**src/rtl/key_onehot_capture_pkg.sv**
```systemverilog
// Shared definitions for the key capture front end: key count, FSM states
// and the lowest-set-bit arbiter used to pick the next event.
package key_capture_pkg;

  localparam int unsigned NUM_KEYS = 4;

  typedef enum logic {
    IDLE = 1'b0,
    HOLD = 1'b1
  } cap_state_t;

  // Isolates the lowest set bit; all-zero input yields all-zero output.
  function automatic logic [NUM_KEYS-1:0] lowest_onehot(input logic [NUM_KEYS-1:0] v);
    return v & (~v + NUM_KEYS'(1));
  endfunction

endpackage

```
**src/rtl/key_debounce.sv**
```systemverilog
// One key channel: reset-to-released synchroniser, debounce counter, stable
// level register and a press pulse coincident with the stable 0->1 update.
module key_debounce #(
  parameter int unsigned DEBOUNCE_CYCLES = 4,
  parameter int unsigned SYNC_STAGES     = 2
) (
  input  logic clk,
  input  logic rst_n,
  input  logic key_raw,
  output logic press
);

  localparam int unsigned CW = $clog2(DEBOUNCE_CYCLES + 1);
  localparam logic [CW-1:0] LAST = CW'(DEBOUNCE_CYCLES - 1);

  logic [SYNC_STAGES-1:0] sync_q;
  logic                   sync;
  logic                   stable;
  logic                   stable_d;
  logic [CW-1:0]          cnt;
  logic [CW-1:0]          cnt_d;
  logic                   accept;

  always_ff @(posedge clk or negedge rst_n) begin
    if (!rst_n) begin
      sync_q <= '0;
    end else begin
      sync_q <= {sync_q[SYNC_STAGES-2:0], key_raw};
    end
  end

  assign sync = sync_q[SYNC_STAGES-1];

  // The level is accepted on the edge where it has differed for the full window.
  always_comb begin
    accept   = (sync != stable) && (cnt == LAST);
    stable_d = stable;
    cnt_d    = '0;
    if (accept) begin
      stable_d = sync;
    end else if (sync != stable) begin
      cnt_d = cnt + CW'(1);
    end
    press = accept & sync;
  end

  always_ff @(posedge clk or negedge rst_n) begin
    if (!rst_n) begin
      stable <= 1'b0;
      cnt    <= '0;
    end else begin
      stable <= stable_d;
      cnt    <= cnt_d;
    end
  end

endmodule

```
**src/rtl/key_onehot_capture.sv**
```systemverilog
// Debounced key press queue presenting one event at a time as a strictly
// one-hot word with valid/ready handshake and a registered overrun pulse.
module key_onehot_capture
  import key_capture_pkg::*;
#(
  parameter int unsigned DEBOUNCE_CYCLES = 4,
  parameter int unsigned SYNC_STAGES     = 2
) (
  input  logic                clk,
  input  logic                rst_n,
  input  logic [NUM_KEYS-1:0] key_raw,
  output logic [NUM_KEYS-1:0] onehot_out,
  output logic                valid_out,
  input  logic                ready_in,
  output logic                overrun
);

  cap_state_t          state, state_d;
  logic [NUM_KEYS-1:0] press;
  logic [NUM_KEYS-1:0] pending, pending_d;
  logic [NUM_KEYS-1:0] winner;
  logic [NUM_KEYS-1:0] clr;
  logic [NUM_KEYS-1:0] onehot_q, onehot_d;
  logic [NUM_KEYS-1:0] drop;
  logic                overrun_q;

  for (genvar i = 0; i < NUM_KEYS; i++) begin : g_key
    key_debounce #(
      .DEBOUNCE_CYCLES(DEBOUNCE_CYCLES),
      .SYNC_STAGES    (SYNC_STAGES)
    ) u_debounce (
      .clk    (clk),
      .rst_n  (rst_n),
      .key_raw(key_raw[i]),
      .press  (press[i])
    );
  end

  assign winner = lowest_onehot(pending);

  always_comb begin
    state_d  = state;
    onehot_d = onehot_q;
    clr      = '0;
    case (state)
      IDLE: begin
        if (|pending) begin
          onehot_d = winner;
          clr      = winner;
          state_d  = HOLD;
        end
      end
      HOLD: begin
        if (ready_in) begin
          if (|pending) begin
            onehot_d = winner;
            clr      = winner;
          end else begin
            onehot_d = '0;
            state_d  = IDLE;
          end
        end
      end
      default: begin
        onehot_d = '0;
        state_d  = IDLE;
      end
    endcase
  end

  // A press landing on a bit being cleared this edge re-queues rather than drops.
  always_comb begin
    drop      = press & pending & ~clr;
    pending_d = (pending & ~clr) | press;
  end

  always_ff @(posedge clk or negedge rst_n) begin
    if (!rst_n) begin
      state     <= IDLE;
      pending   <= '0;
      onehot_q  <= '0;
      overrun_q <= 1'b0;
    end else begin
      state     <= state_d;
      pending   <= pending_d;
      onehot_q  <= onehot_d;
      overrun_q <= |drop;
    end
  end

  assign onehot_out = onehot_q;
  assign valid_out  = (state == HOLD);
  assign overrun    = overrun_q;

endmodule

```
**config.mk**
```make
export PLATFORM = sky130hd
export DESIGN_NAME = key_onehot_capture
export DESIGN_NICKNAME = d
export VERILOG_FILES = /design/src/rtl/key_onehot_capture_pkg.sv /design/src/rtl/key_debounce.sv /design/src/rtl/key_onehot_capture.sv
export SDC_FILE = /design/constraint.sdc
export NUM_CORES = 1
export LEC_CHECK = 0
export CAP_MARGIN = 10
export CORE_ASPECT_RATIO = 1.2
export CORE_UTILIZATION = 50
export CTS_BUF_LIST = sky130_fd_sc_hd__clkbuf_8
export CTS_CLUSTER_SIZE = 24
export DETAILED_ROUTE_END_ITERATION = 8
export GPL_TIMING_DRIVEN = 0
export PLACE_DENSITY = 0.71
export SLEW_MARGIN = 5
export SYNTH_ARGS = -nofsm -noshare
export SYNTH_HDL_FRONTEND = slang
export SYNTH_SLANG_ARGS = --single-unit
export TNS_END_PERCENT = 30
```
**constraint.sdc**
```tcl
create_clock -name clk -period 1.6 [get_ports clk]
set_input_delay 0.32 -clock clk [delete_from_list [all_inputs] [get_ports clk]]
set_output_delay 0.32 -clock clk [all_outputs]
set_load 0.005 [all_outputs]
```
==> metrics.csv, run 1 <==
metric;value;unit
outcome;complete, no violations;
setup-tns-final;0;ns
drive_above_1_share;11.9;%
synth_top_area_cell;dfrtp_1;
synth-seq-area-share;62.6;%
yosys.cell_types.count;26;
dpl.hpwl;1360;um
leakagePower;0.781;nW
max_clock_freq;663;MHz
path_buf_inv;1;
cts_made_buffers;5;
hold_violations;0;
fin_ws;0.0914;ns
root_buffer;clkbuf_8;
p_int;1.75;mW
worstMarginPinSlew;0.722;ns
antenna_left;0;
port_buffers;12;
num_rows;20;
power_frac_clock;24.9;%
grt_pass1_vias;821;
swShare;29.6;%
async_flop_share;100;%
syn_inst;114;
cp-start-kind;register;
hold_path_class;in2async;
synthesis.area;1360;um^2
tritoncts;done;
p_per_area;1550;nW/um^2
final_common_cell;dfrtp_1;
p_switching;738;uW
period_needed;1.51;ns
start_util;53.2;%
n_antenna_cell;0;
synth_flop_cell;dfrtp_1;
fin_worst_skew;0.00324;ns
synthTopCellsByArea;dfrtp_1 63%, ha_1 7.4%, o21ai_0 3.3%;
grt_antenna_before_repair;0;
clock_latency;0.28;ns
critPathMaxFanout;7;
core_area;2550;um^2
h-tree-depth;2;
syn_area_per_cell;11.9;um^2
period_share;94.3;%
fp.dieW;49.6;um
arrival;1.19;ns
vdd_drop_max;1.09;mV
die_area;2930;um^2
grt_pass1_wl;3370;um
postCtsSetupBuffers;0;
globalRouteTotalUtil;16.2;%
synth_fp_nets;129;
drc;0;
slowest_delay;0.51;ns
wirelength;1920;um
maxCapViolations;0;
cp_top_family;buffers and inverters;
io_pins;13;
grt_max_degree;35;
crit_chain;clkdlybuf4s50_1;
synth_top_area_share;62.6;%
area_delta_synth_final;18.3;%
firstDrtPassIters;4;
wl_per_cell;11.5;um
pre_cts_slack;-0.0159;ns
final_cell_mix;33 x dfrtp_1, 13 x inv_1, 12 x nor2_1;
worstSetupPathType;reg2out;
clock-sinks;34;
rsz0062_at_grt;false;
seqPwrFrac;49.6;%
slowest_stage;clkdlybuf4s50_1;
required;1.28;ns
clock_path_buffers;2;
synth_edf_count;0;
slew_viol_final;0;
yosysWarnings;0;
fillCellCount;219;
crit_path_end_kind;output port;
viasPerCell;5.13;
cts_hold_buf;0;
yosys_register_bits;34;
final_nets;148;
cts_resized;0;
drt_iter0_drc;12;
slew_headroom;51.9;%
num_vias;857;
gp_congestion;0.753;
fp.dieH;59.1;um
setup_violations;0;
combinationalPowerShare;25.5;%
grt-ovfl-total;0;
cts.reportedPaths.clkPinSlew;0.06;ns
## worst paths after layout
kind	start	end	slack, ns	cells past startpoint
max	valid_out	valid_out	0.09	1
max reg2reg	g_key[0].u_debounce.cnt[0]	overrun	0.13	5
min reg2reg	g_key[1].u_debounce.sync_q[0]	g_key[1].u_debounce.sync_q[1]	0.35	0
min in group clk	g_key[1].u_debounce.sync_q[0]	g_key[1].u_debounce.sync_q[1]	0.35	0
max in group asynchronous	rst_n	valid_out	1.00	1
min	rst_n	g_key[0].u_debounce.cnt[2]	0.1	1
## routing by layer
| layer | GRT usage (%) | share of wire (%) | vias to the layer above |
|---|---|---|---|
| li1 | - | - | 415 |
| met1 | 17.5 | 44 | 422 |
| met2 | 28.2 | 49 | 17 |
| met3 | 6.92 | 5.0 | 3 |
| met4 | 6.12 | 1.2 | 0 |
| met5 | 0 | 0 | - |
## sequential cells by signal, indices dropped and copies added, names as in the netlist
register,cells
pending,4
overrun,1
g_key.u_debounce.cnt,12
valid_out,1
onehot_out,4
g_key.u_debounce.sync_q,8
g_key.u_debounce.stable,4
## area by class of cell
cell class              count  area [um^2]  area share [%]
repair buffers             12          115            7.16
plain buffers               2         16.3            1.01
flip-flops and latches     34          852            53.0
well taps                  33         41.3            2.57
multi-input cells          66          447            27.8
clock inverters             2         8.76           0.545
clock buffers               6         82.6            5.14
inverters                  12         45.0            2.80
## metrics by stage
step	cell area [um^2]	power (mW)	cells	hold WS [ns]	utilization, %
after global routing	1610	2.69	167	0.154	63.0
after detailed placement	1520	1.89	159	0.339	59.4
final	1610	2.49	167	0.0962	63.0
after CTS	1610	2.52	167	0.116	62.9
after floorplan	1360	1.65	114	0.0244	-
after global placement	1520	1.84	159	0.331	59.6
## power groups by stage
| stage | clock network, mW | registers (mW) | logic [mW] |
|---|---|---|---|
| after CTS | 0.639 | 1.23 | 0.649 |
| after detailed placement | 0 | 1.25 | 0.645 |
| after global placement | 0 | 1.23 | 0.609 |
| final | 0.620 | 1.23 | 0.636 |
| after global routing | 0.683 | 1.27 | 0.746 |
| after floorplan | 0 | 1.22 | 0.433 |
## synth_stat cells, drive strengths merged (2+ instances only)
| library cell | instances |
|---|---|
| and2b | 2 |
| dfrtp | 34 |
| ha | 8 |
| inv | 12 |
| nand2 | 8 |
| nand2b | 5 |
| nor2 | 13 |
| o21ai | 11 |
| o41ai | 3 |
| xor2 | 4 |
## cells by family (layout without fill, tap and decap cells)
| family | after synthesis | after routing | synth area share (%) |
|---|---|---|---|
| fa+ha+maj | 8 | 8 | 7.37 |
| flops | 34 | 34 | 62.6 |
| compound gates | 22 | 22 | 11.1 |
| xor+xnor | 4 | 4 | 2.58 |
| simple gates | 32 | 32 | 11.8 |
| buf+inv | 14 | 34 | 4.51 |
Power figures use the tool's default switching activity.
==> run 2, diff against run 1 <==
Settings changed: CORE_ASPECT_RATIO 1.2 to 0.6, CORE_MARGIN set to 2, SKIP_LAST_GASP set to 1.
==> run 2 against run 1 <==
Compared with the run above:
- first-iteration DRC count increased to 2.7 times the previous value
- register-to-register slack improved by 0.03 ns
- count of clock-buffer cells in the layout shrank 1
- fmax is 1.4% lower
==> metrics.csv, run 2 (synthesis results as in run 1) <==
metric;value;unit;change
fp.dieH;44.4;um;-25%
period_share;95.6;%;+1.3 points
clock_latency;0.28;ns;about the same
drive_above_1_share;10.5;%;-1.4 points
drt_iter0_drc;32;;+20
setup_violations;0;;unchanged
num_rows;14;;-30%
grt-ovfl-total;0;;unchanged
period_needed;1.53;ns;+0.0214 ns
fin_ws;0.0700;ns;-0.0214 ns
worstMarginPinSlew;0.723;ns;+0.000419 ns
tritoncts;done;;
slew_headroom;51.8;%;about the same
firstDrtPassIters;4;;unchanged
placed_cells;158;;-0.63%
port_buffers;12;;unchanged
path_buf_inv;1;;unchanged
dpl.hpwl;1330;um;-2.3%
final_nets;148;;unchanged
cp_top_family;buffers and inverters;;
r2r_end;overrun;;
grt_antenna_before_repair;0;;unchanged
final_common_cell;dfrtp_1;;
h-tree-depth;2;;unchanged
grt_pass1_wl;3450;um;+2.3%
grt_pass1_vias;802;;-2.3%
wl_per_cell;12.3;um;+7.6%
drc;0;;unchanged
crit_path_end_kind;output port;;
final_core_util;62.7;%;-0.33 points
n_antenna_cell;0;;unchanged
vdd_drop_max;0.748;mV;-32%
final_cell_mix;33 x dfrtp_1, 14 x inv_1, 12 x nor2_1;;
cts_resized;0;;unchanged
cp-start-kind;register;;
worstSetupPathType;reg2out;;
cts_hold_buf;0;;unchanged
grt_max_degree;35;;unchanged
wl_met3;110;um;+15%
maxCapViolations;0;;unchanged
hold_path_class;in2async;;
clock_path_buffers;2;;unchanged
p_per_area;1550;nW/um^2;-0.16%
start_util;53.5;%;+0.26 points
instances_no_fill;165;;-1.2%
core_area;2540;um^2;-0.49%
antenna_left;0;;unchanged
wl_met1;978;um;+15%
wl_met2;897;um;-5.3%
fin_worst_skew;0.00461;ns;+0.00137 ns
hold_violations;0;;unchanged
fp.dieW;71.3;um;+44%
cts.reportedPaths.clkPinSlew;0.06;ns;about the same
reg_top3;g_key.u_debounce.cnt x12, g_key.u_debounce.sync_q x8;;
slowest_stage;clkdlybuf4s50_1;;
viasPerCell;5.10;;-0.68%
r2r_cells;5;;unchanged
clock-sinks;34;;unchanged
outcome;complete, no violations;;
rsz0062_at_grt;false;;
rrSetupSlack;0.16;ns;+0.03 ns
largest_reg_flops;12;;unchanged
area_delta_synth_final;17.1;%;
root_buffer;clkbuf_8;;
slowest_delay;0.51;ns;about the same
globalRouteTotalUtil;15.4;%;-0.78 points
io_pins;13;;unchanged
max_clock_freq;654;MHz;-1.4%
gp_congestion;0.757;;+0.52%
regMostFlops;g_key.u_debounce.cnt;;
leakagePower;0.776;nW;-0.74%
fillCellCount;202;;-7.8%
r2r_start;g_key[0].u_debounce.cnt[0];;
num_vias;841;;-1.9%
setup-tns-final;0;ns;unchanged
crit_chain;clkdlybuf4s50_1;;
slew_viol_final;0;;unchanged
cts_made_buffers;5;;unchanged
die_area;3160;um^2;+8.0%
top_layer;met4;;
wirelength;2040;um;+6.3%
critPathMaxFanout;7;;unchanged
pre_cts_slack;0.0150;ns;+0.0309 ns
postCtsSetupBuffers;0;;unchanged
required;1.28;ns;about the same
arrival;1.21;ns;+0.02 ns
## run 2: layout make-up
cell class / instances / area [um^2] / share of cell area, %
sequential: 34 / 852 / 53.5
buffer: 2 / 16.3 / 1.02
inverter: 12 / 45.0 / 2.83
clock buffer: 5 / 68.8 / 4.32
multi-input combinational: 66 / 447 / 28.1
tap: 32 / 40.0 / 2.52
timing repair buffer: 12 / 115 / 7.23
clock inverter: 2 / 7.51 / 0.472
## run 2: worst max path at each step
| stage | slack (ns) | startpoint | end | depth (start not counted) |
|---|---|---|---|---|
| 2_1_floorplan | 0.29 | g_key[0].u_debounce.cnt[0] | overrun | 5 |
| 4_1_cts | 0.01 | valid_out | valid_out | 1 |
| 5_1_grt | 0.04 | valid_out | valid_out | 1 |
| 3_5_place_dp | 0.02 | ready_in | overrun | 6 |
| 3_3_place_gp | -0.40 | rst_n | g_key[1].u_debounce.cnt[2] | 1 |
| 6_report | 0.07 | valid_out | valid_out | 1 |
## run 2: stage by stage
| step | hold WS [ns] | cell area [um^2] | total power, mW |
|---|---|---|---|
| 2_1_floorplan | 0.0244 | 1360 | 1.65 |
| 6_report | 0.0902 | 1590 | 2.46 |
| 3_3_place_gp | 0.333 | 1520 | 1.85 |
| 3_5_place_dp | 0.335 | 1510 | 1.90 |
| 5_1_grt | 0.160 | 1590 | 2.64 |
| 4_1_cts | 0.124 | 1590 | 2.49 |
## run 2: layer usage
metal,global-route usage [%],vias up
met3,5.47,6
met1,19.1,398
met2,23.3,21
li1,-,416
met5,0,-
met4,10.2,0
## run 2: worst register-to-register path, cell delays in order (launching register included)
cell      delay (ns)
dfrtp_1         0.38
ha_1            0.20
ha_1            0.22
and3_1          0.17
a32oi_1         0.20
o311ai_1        0.14
## run 2: report_power, final
| group | switching [mW] | leakage, nW | total (mW) | internal, mW |
|---|---|---|---|---|
| sequential | 0.156 | 0.437 | 1.24 | 1.08 |
| combinational | 0.322 | 0.292 | 0.655 | 0.333 |
| clock | 0.279 | 0.0466 | 0.565 | 0.286 |
| total | 0.757 | 0.776 | 2.46 | 1.70 |
